===== config.mk =====
export PLATFORM = sky130hd
export DESIGN_NAME = upcounter_2d
export DESIGN_NICKNAME = d
export VERILOG_FILES = /design/src/rtl/upcounter_2d.sv
export SDC_FILE = /design/constraint.sdc
export NUM_CORES = 1
export LEC_CHECK = 0
export ABC_AREA = 0
export ABC_CLOCK_PERIOD_IN_PS = 2400
export CORE_ASPECT_RATIO = 1.25
export CORE_MARGIN = 2
export CORE_UTILIZATION = 38
export CTS_BUF_LIST = sky130_fd_sc_hd__clkbuf_4 sky130_fd_sc_hd__clkbuf_8 sky130_fd_sc_hd__clkbuf_16
export DETAILED_ROUTE_END_ITERATION = 12
export PLACE_DENSITY_LB_ADDON = 0.25
export SLEW_MARGIN = 40
export SYNTH_ARGS = -nofsm -noshare
export SYNTH_HDL_FRONTEND = slang
export SYNTH_HIERARCHICAL = 1
export SYNTH_SLANG_ARGS = --single-unit

===== constraint.sdc =====
create_clock -name clk -period 2.4 [get_ports clk]
set_clock_uncertainty 0.2 [all_clocks]
set_input_delay 0.6 -clock clk [delete_from_list [all_inputs] [get_ports clk]]
set_output_delay 0.6 -clock clk [all_outputs]
set_load 0.02 [all_outputs]

===== src/rtl/upcounter_2d.sv =====
// upcounter_2d: two-digit BCD up-counter with programmable limit, load and carry.
// Ports: clk clock; rst_n async active-high reset; enable count advance; load/load_val
// synchronous BCD load; limit BCD terminal value; bcd_t/bcd_u registered digits;
// ftsd_t/ftsd_u FTSD segment patterns; at_limit count >= limit; carry one-cycle pulse.
module FTSD_Decoder (
    input  logic [3:0]  bcd_i,
    output logic [14:0] ftsd_o
);
    always_comb begin
        case (bcd_i)
            4'd0:    ftsd_o = 15'b0000_0011_1111_111;
            4'd1:    ftsd_o = 15'b1001_1111_1111_111;
            4'd2:    ftsd_o = 15'b0010_0101_1111_111;
            4'd3:    ftsd_o = 15'b0000_1101_1111_111;
            4'd4:    ftsd_o = 15'b1001_1001_1111_111;
            4'd5:    ftsd_o = 15'b0100_1001_1111_111;
            4'd6:    ftsd_o = 15'b0100_0001_1111_111;
            4'd7:    ftsd_o = 15'b0001_1111_1111_111;
            4'd8:    ftsd_o = 15'b0000_0001_1111_111;
            4'd9:    ftsd_o = 15'b0000_1001_1111_111;
            default: ftsd_o = 15'b1111_1111_1111_111;
        endcase
    end
endmodule

module upcounter_2d #(
    parameter bit WRAP = 1'b1
) (
    input  logic        clk,
    input  logic        rst_n,
    input  logic        enable,
    input  logic        load,
    input  logic [7:0]  load_val,
    input  logic [7:0]  limit,
    output logic [3:0]  bcd_t,
    output logic [3:0]  bcd_u,
    output logic [14:0] ftsd_t,
    output logic [14:0] ftsd_u,
    output logic        at_limit,
    output logic        carry
);
    function automatic logic [3:0] sat9(input logic [3:0] d);
        return d > 4'd9 ? 4'd9 : d;
    endfunction

    logic [7:0] cnt_q, cnt_d, limit_s, load_s, inc;
    logic       carry_q, carry_d;

    assign limit_s  = {sat9(limit[7:4]), sat9(limit[3:0])};
    assign load_s   = {sat9(load_val[7:4]), sat9(load_val[3:0])};
    // packed BCD compares correctly as plain binary since every nibble is <= 9
    assign at_limit = cnt_q >= limit_s;
    // only used below the limit, so the tens digit can never step past 9
    assign inc      = cnt_q[3:0] == 4'd9 ? {cnt_q[7:4] + 4'd1, 4'd0} : {cnt_q[7:4], cnt_q[3:0] + 4'd1};

    always_comb begin
        cnt_d   = cnt_q;
        carry_d = 1'b0;
        if (load) begin
            cnt_d = load_s;
        end else if (enable && !at_limit) begin
            cnt_d   = inc;
            carry_d = !WRAP && inc == limit_s;
        end else if (enable && WRAP) begin
            cnt_d   = 8'h00;
            carry_d = 1'b1;
        end
    end

    always_ff @(posedge clk or posedge rst_n) begin
        if (rst_n) begin
            cnt_q   <= 8'h00;
            carry_q <= 1'b0;
        end else begin
            cnt_q   <= cnt_d;
            carry_q <= carry_d;
        end
    end

    assign bcd_t = cnt_q[7:4];
    assign bcd_u = cnt_q[3:0];
    assign carry = carry_q;

    FTSD_Decoder u_dec_t (.bcd_i(bcd_t), .ftsd_o(ftsd_t));
    FTSD_Decoder u_dec_u (.bcd_i(bcd_u), .ftsd_o(ftsd_u));
endmodule


==> results of run 1 <==
path summary, 6_finish.rpt:
check	from	endpoint	slack (ns)	cells past startpoint
worst max register to register	cnt_q[0]$_DFFE_PP0P_	cnt_q[4]$_DFFE_PP0P_	0.19	9
worst max-delay path	limit[3]	at_limit	-0.11	9
worst min-delay path	rst_n	cnt_q[6]$_DFFE_PP0P_	0.44	2
worst min register to register	cnt_q[0]$_DFFE_PP0P_	cnt_q[0]$_DFFE_PP0P_	0.53	3
min in group clk	cnt_q[0]$_DFFE_PP0P_	cnt_q[0]$_DFFE_PP0P_	0.53	3
max in group asynchronous	rst_n	cnt_q[7]$_DFFE_PP0P_	1.27	2
logic make-up (layout without fill, tap and decap cells):
group / Yosys count / after routing / share of synthesized area, %
muxes: 1 / 1 / 0.8333
AOI/OAI and AO/OA: 51 / 51 / 23.98
and+or+nand+nor: 59 / 59 / 21.20
adders and majority gates: 21 / 21 / 19.44
xor gates and xnor gates: 1 / 1 / 0.6483
DFF: 9 / 9 / 16.67
buffers and inverters: 39 / 93 / 16.67
other: 2 / 16 / 0.5558
state kept, by name, indices dropped and copies added, names as in the netlist:
name / count
cnt_q: 8
carry: 1
repair_timing:
| action | CTS | global route |
|---|---|---|
| gates resized for setup | 66 | 43 |
| setup endpoints to repair | 21 | 19 |
| pin swaps | 12 | 14 |
| buffers inserted | 3 | 5 |
placed cells by master (no fill, tap or decap), drive strengths merged, types with 3 or more instances in the layout:
| cell type | count |
|---|---|
| nand3 | 4 |
| clkbuf | 12 |
| o31ai | 4 |
| buf | 39 |
| nor2 | 17 |
| nand2b | 10 |
| dfrtp | 9 |
| nand2 | 16 |
| ha | 21 |
| inv | 16 |
| o21ai | 19 |
| a21oi | 13 |
| dlygate4sd2 | 3 |
| clkdlybuf4s50 | 20 |
| nor3 | 3 |
| conb | 16 |
per-layer routing:
metal	GRT usage [%]	vias up	routed length (um)
met2	31.80	33	1844
met3	1.828	4	135
met4	3.876	0	32
met1	16.03	636	1262
li1	-	725	-
met5	0	-	0
cell type report:
| class | count | area share (%) |
|---|---|---|
| repair buffers | 73 | 29.19 |
| inverters | 16 | 3.169 |
| flip-flops and latches | 9 | 11.09 |
| multi-input cells | 149 | 51.80 |
| well taps | 39 | 2.377 |
| clock buffers | 4 | 2.377 |
per-stage QoR:
| stage | power [mW] | TNS, ns |
|---|---|---|
| 6_report | 1.191 | -0.1372 |
| 2_1_floorplan | 0.6651 | 0 |
| 3_5_place_dp | 0.9876 | -4.733 |
| 4_1_cts | 1.150 | -0.2048 |
| 3_3_place_gp | 0.9841 | -4.622 |
| 5_1_grt | 1.277 | -0.3512 |
worst max-delay path, delay by kind of cell:
| kind | cells | cell delay [ns] |
|---|---|---|
| fa+ha+maj | 1 | 0.24 |
| buf+inv | 4 | 0.33 |
| compound gates | 3 | 0.49 |
| simple gates | 1 | 0.04 |
where the power goes:
group / switching [mW] / internal, mW
combinational: 0.443 / 0.368
sequential: 0.0212 / 0.174
clock: 0.0570 / 0.127
==> impl_metrics.toml, run 1 <==
[cts]
ctsLongestPathBuffers = 2
cts_hold_buf = 0
htree_num_levels = 1
cts_root_buf = "clkbuf_8"
clkSinkCount = 9
cts_inserted_buffers = 3
insertion_delay_ns = 0.23
clk_pin_slew_ns = 0.04
cts_tree = "built"

[setup_path]
required_ns = 1.60
cpMaxStageDelayCell = "ha_4"
cp-start-kind = "input port"
worstPathCellList = "buf_8 > inv_6 > nand2_4 > ha_4 > a211oi_4 > o21ai_2 > a21oi_2 > inv_2 > buf_6"
critPathKind = "in2out"
worstPathArrival_ns = 1.71
max_stage_delay_ns = 0.24
cp_max_fo = 3
end_kind = "primary output"

[die]
rows = 24
io_pins = 60
die_y_um = 70.67
initial_core_util_pct = 39.13
core_area_um2 = 3453
die-area_um2 = 4052
chipWidth_um = 57.34

[route]
drt_iter0_drc = 24
drt_wl_total_mm = 3.275
drt_pass1_iterations = 4
post-route-drc-count = 0
final_antenna_net_count = 0
num_vias = 1398
routedWlPerCell_um = 11.29
avgViaCountPerCell = 4.821

[sta]
finalCritPeriodShare_pct = 104.8
whs_ns = 0.4436
slew_viol_final = 0
rsz0062_at_grt = "true"
fin_ws_ns = -0.1141
finalSetupViolations = 3
fin_crit_ns = 2.514
hold_viol = 0
fmaxAchievable_mhz = 397.8

[power_and_ir_drop]
ir_drop_uv = 481.1
leakage_nw = 0.9965
p_per_area_nw_per_um2 = 580.0

[yosys]
synth_top_area_share_pct = 19.44
synth_edf_count = 0
yosysWarnings = 6
synth_common_cells = "ha_1 (21), nor2_1 (17), o21ai_0 (17)"
synth_area_um2 = 1351
syn_avg_cell_area_um2 = 7.384
ys_ff_latch = 9
synth_area_leaders = "ha_1 (19%), dfrtp_1 (17%), buf_4 (8.9%), o21ai_0 (6.3%), nor2_1 (4.7%)"
syn-instance-count = 183
synth_seq_area_share_pct = 16.67
yosysUniqueCellTypes = 37
yosysMostFrequentCell = "ha_1"
synth_ff_type = "dfrtp_1"
async_flop_share_pct = 100.0
yosys.area.top_type = "ha_1"

[placement]
place.gp.congestion = 0.7928
dp_cells = 278
placed_area_um2 = 1899
portBuffers = 43
hpwl_mm = 2.533
post-place-ws_ns = -0.9202

[cells_and_area]
final_layout_size_suffix_gt1_share_pct = 30.68
post-route-util_pct = 59.46
final_net_count = 293
n_fill_cell = 344
multi_input_area_um2 = 1064
area_delta_synth_final_pct = 51.94
ff_latch_area_um2 = 227.7
diodes = 0
fin_area_um2 = 2053
final_cells = 290

[min_path]
hold_path_class = "in2async"

[grt]
grt_usage_pct = 15.52
grt_antenna_before_repair = 0
grt_max_degree = 18
grt_first_pass_wirelength_mm = 5.202
grt_pass1_vias = 1248
gr-total-overflow = 0

[job]
cap_violations = 0

[outcome]
violations = "negative setup slack"
status = "finished, violations left"
Note: power is estimated with default switching activity, not from simulation.
==> run 2, diff against run 1 <==
Settings changed: SKIP_LAST_GASP set to 1.
==> run 2 against run 1 <==
  * Sequential share of layout area hardly changed
  * Clock-buffer cell count stayed put
  * Total power down 0.18%
  * Via count down 0.21%
  * Core utilization decreased by 0.11 points
  * Highest routed layer unchanged
  * Cell area is 0.18% lower
  * Sequential power is essentially flat
  * First-iteration DRC count down 17%
  * Combinational power barely moved
  * The flow still finishes with violations (negative setup slack)
  * Global-route usage is essentially flat
  * Maximum frequency about the same
==> impl_metrics.toml, run 2 (synthesized netlist as in run 1, its figures left out) <==
[sta]
fin_ws_ns = -0.1141
fin_crit_ns = 2.514
slew_viol_final = 0
tns_ns = -0.1620
fmaxAchievable_mhz = 397.8
finalSetupViolations = 3
rsz0062_at_grt = "true"
hold_viol = 0
finalCritPeriodShare_pct = 104.8

[cts]
ctsLongestPathBuffers = 2
clkSinkCount = 9
htree_num_levels = 1
cts_hold_buf = 0
clk_pin_slew_ns = 0.04
insertion_delay_ns = 0.23
cts_root_buf = "clkbuf_8"
cts_tree = "built"
cts_inserted_buffers = 3

[cells_and_area]
diodes = 0
mostFrequentLayoutCell = "buf_4"
final_net_count = 293
multi_input_area_um2 = 1064
final_cells = 290
largest_reg_flops = 8
final_cell_mix = "buf_4 (28), clkdlybuf4s50_1 (20), ha_1 (17), conb_1 (16)"
regMostFlops = "cnt_q"
final_layout_size_suffix_gt1_share_pct = 30.68
ff_latch_area_um2 = 227.7
n_fill_cell = 344
area_delta_synth_final_pct = 51.67

[min_path]
hold_path_class = "in2async"

[route]
post-route-drc-count = 0
drt_iter0_drc = 20
drt_pass1_iterations = 4
num_vias = 1395
drt_wl_total_mm = 3.268
routedWlPerCell_um = 11.27
avgViaCountPerCell = 4.810
final_antenna_net_count = 0

[placement]
portBuffers = 43
dp_cells = 278
hpwl_mm = 2.533
place.gp.congestion = 0.7928

[outcome]
violations = "negative setup slack"
status = "finished, violations left"

[setup_path]
max_stage_delay_ns = 0.24
cpMaxStageDelayCell = "ha_4"
cp_top_family = "compound AO/OA/AOI/OAI gates"
cp.buffers_inverters = 4
required_ns = 1.60
r2r_slack_ns = 0.19
cp_max_fo = 3
end_kind = "primary output"
worstPathArrival_ns = 1.71
worstPathCellList = "buf_8 > inv_6 > nand2_4 > ha_4 > a211oi_4 > o21ai_2 > a21oi_2 > inv_2 > buf_6"
cp-start-kind = "input port"
critPathKind = "in2out"

[power_and_ir_drop]
ir_drop_uv = 476.5
leakage_nw = 0.9953
p_per_area_nw_per_um2 = 580.0

[die]
chipWidth_um = 57.34
initial_core_util_pct = 39.13
die_y_um = 70.67
die-area_um2 = 4052
rows = 24
io_pins = 60
core_area_um2 = 3453

[grt]
grt_max_degree = 18
grt_pass1_vias = 1252
grt_usage_pct = 15.56
gr-total-overflow = 0
grt_first_pass_wirelength_mm = 5.216
grt_antenna_before_repair = 0

[job]
cap_violations = 0
==> run 2: cell count changes in the layout (fill, tap and decap cells not counted) <==
cell / change
buf_4: +1
buf_6: -1
==> run 2: area by class of cell <==
| cell class | count | area share [%] |
|---|---|---|
| multi-input cells | 149 | 51.89 |
| flip-flops and latches | 9 | 11.11 |
| inverters | 16 | 3.175 |
| repair buffers | 73 | 29.06 |
| clock buffers | 4 | 2.381 |
| well taps | 39 | 2.381 |
==> run 2: final timing paths <==
path | startpoint | to | depth (start not counted)
hold reg to reg | cnt_q[0]$_DFFE_PP0P_ | cnt_q[0]$_DFFE_PP0P_ | 3
hold / removal | rst_n | cnt_q[6]$_DFFE_PP0P_ | 2
max in group asynchronous | rst_n | cnt_q[7]$_DFFE_PP0P_ | 2
setup / recovery | limit[3] | at_limit | 9
setup reg to reg | cnt_q[5]$_DFFE_PP0P_ | cnt_q[4]$_DFFE_PP0P_ | 8
min in group clk | cnt_q[0]$_DFFE_PP0P_ | cnt_q[0]$_DFFE_PP0P_ | 3
==> run 2: layer usage <==
| layer | share of wire, % | track usage [%] |
|---|---|---|
| met3 | 4.1 | 1.828 |
| met2 | 56 | 31.80 |
| met4 | 0.98 | 3.876 |
| met5 | 0 | 0 |
| met1 | 39 | 16.14 |
==> run 2: worst reg2reg max path, stage by stage, from the launching register on <==
cell and delay [ns]:
dfrtp_1 0.40, buf_4 0.14, ha_1 0.32, a21oi_2 0.12
o21ai_1 0.09, buf_4 0.14, a211o_1 0.36, a21bo_1 0.22
a32oi_1 0.14
==> run 2: report_power, final <==
part / switching [mW] / internal [mW] / total, mW
Clock: 0.0570 / 0.127 / 0.184
Sequential: 0.0207 / 0.174 / 0.195
Combinational: 0.443 / 0.367 / 0.810
Total: 0.521 / 0.668 / 1.19
==> run 2: through the flow <==
| stage | util, % | instance area, um2 | hold slack (ns) | power [mW] | worst slack (ns) |
|---|---|---|---|---|---|
| 5_1_grt | 59.35 | 2049 | 0.4897 | 1.275 | -0.1756 |
| 4_1_cts | 57.28 | 1978 | 0.4553 | 1.153 | -0.2048 |
| 6_report | 59.35 | 2049 | 0.4422 | 1.189 | -0.1141 |
| 2_1_floorplan | - | 1420 | 0.2279 | 0.6651 | 0.003632 |
| 3_3_place_gp | 55.00 | 1899 | 0.4820 | 0.9841 | -0.9059 |
| 3_5_place_dp | 55.00 | 1899 | 0.4916 | 0.9876 | -0.9202 |
==> run 2: timing repair <==
action / in CTS / in global routing
setup endpoints to repair: 21 / 19
setup buffers: 3 / 5
gates resized for setup: 65 / 43
gates cloned: 0 / 0
pin swaps: 12 / 14
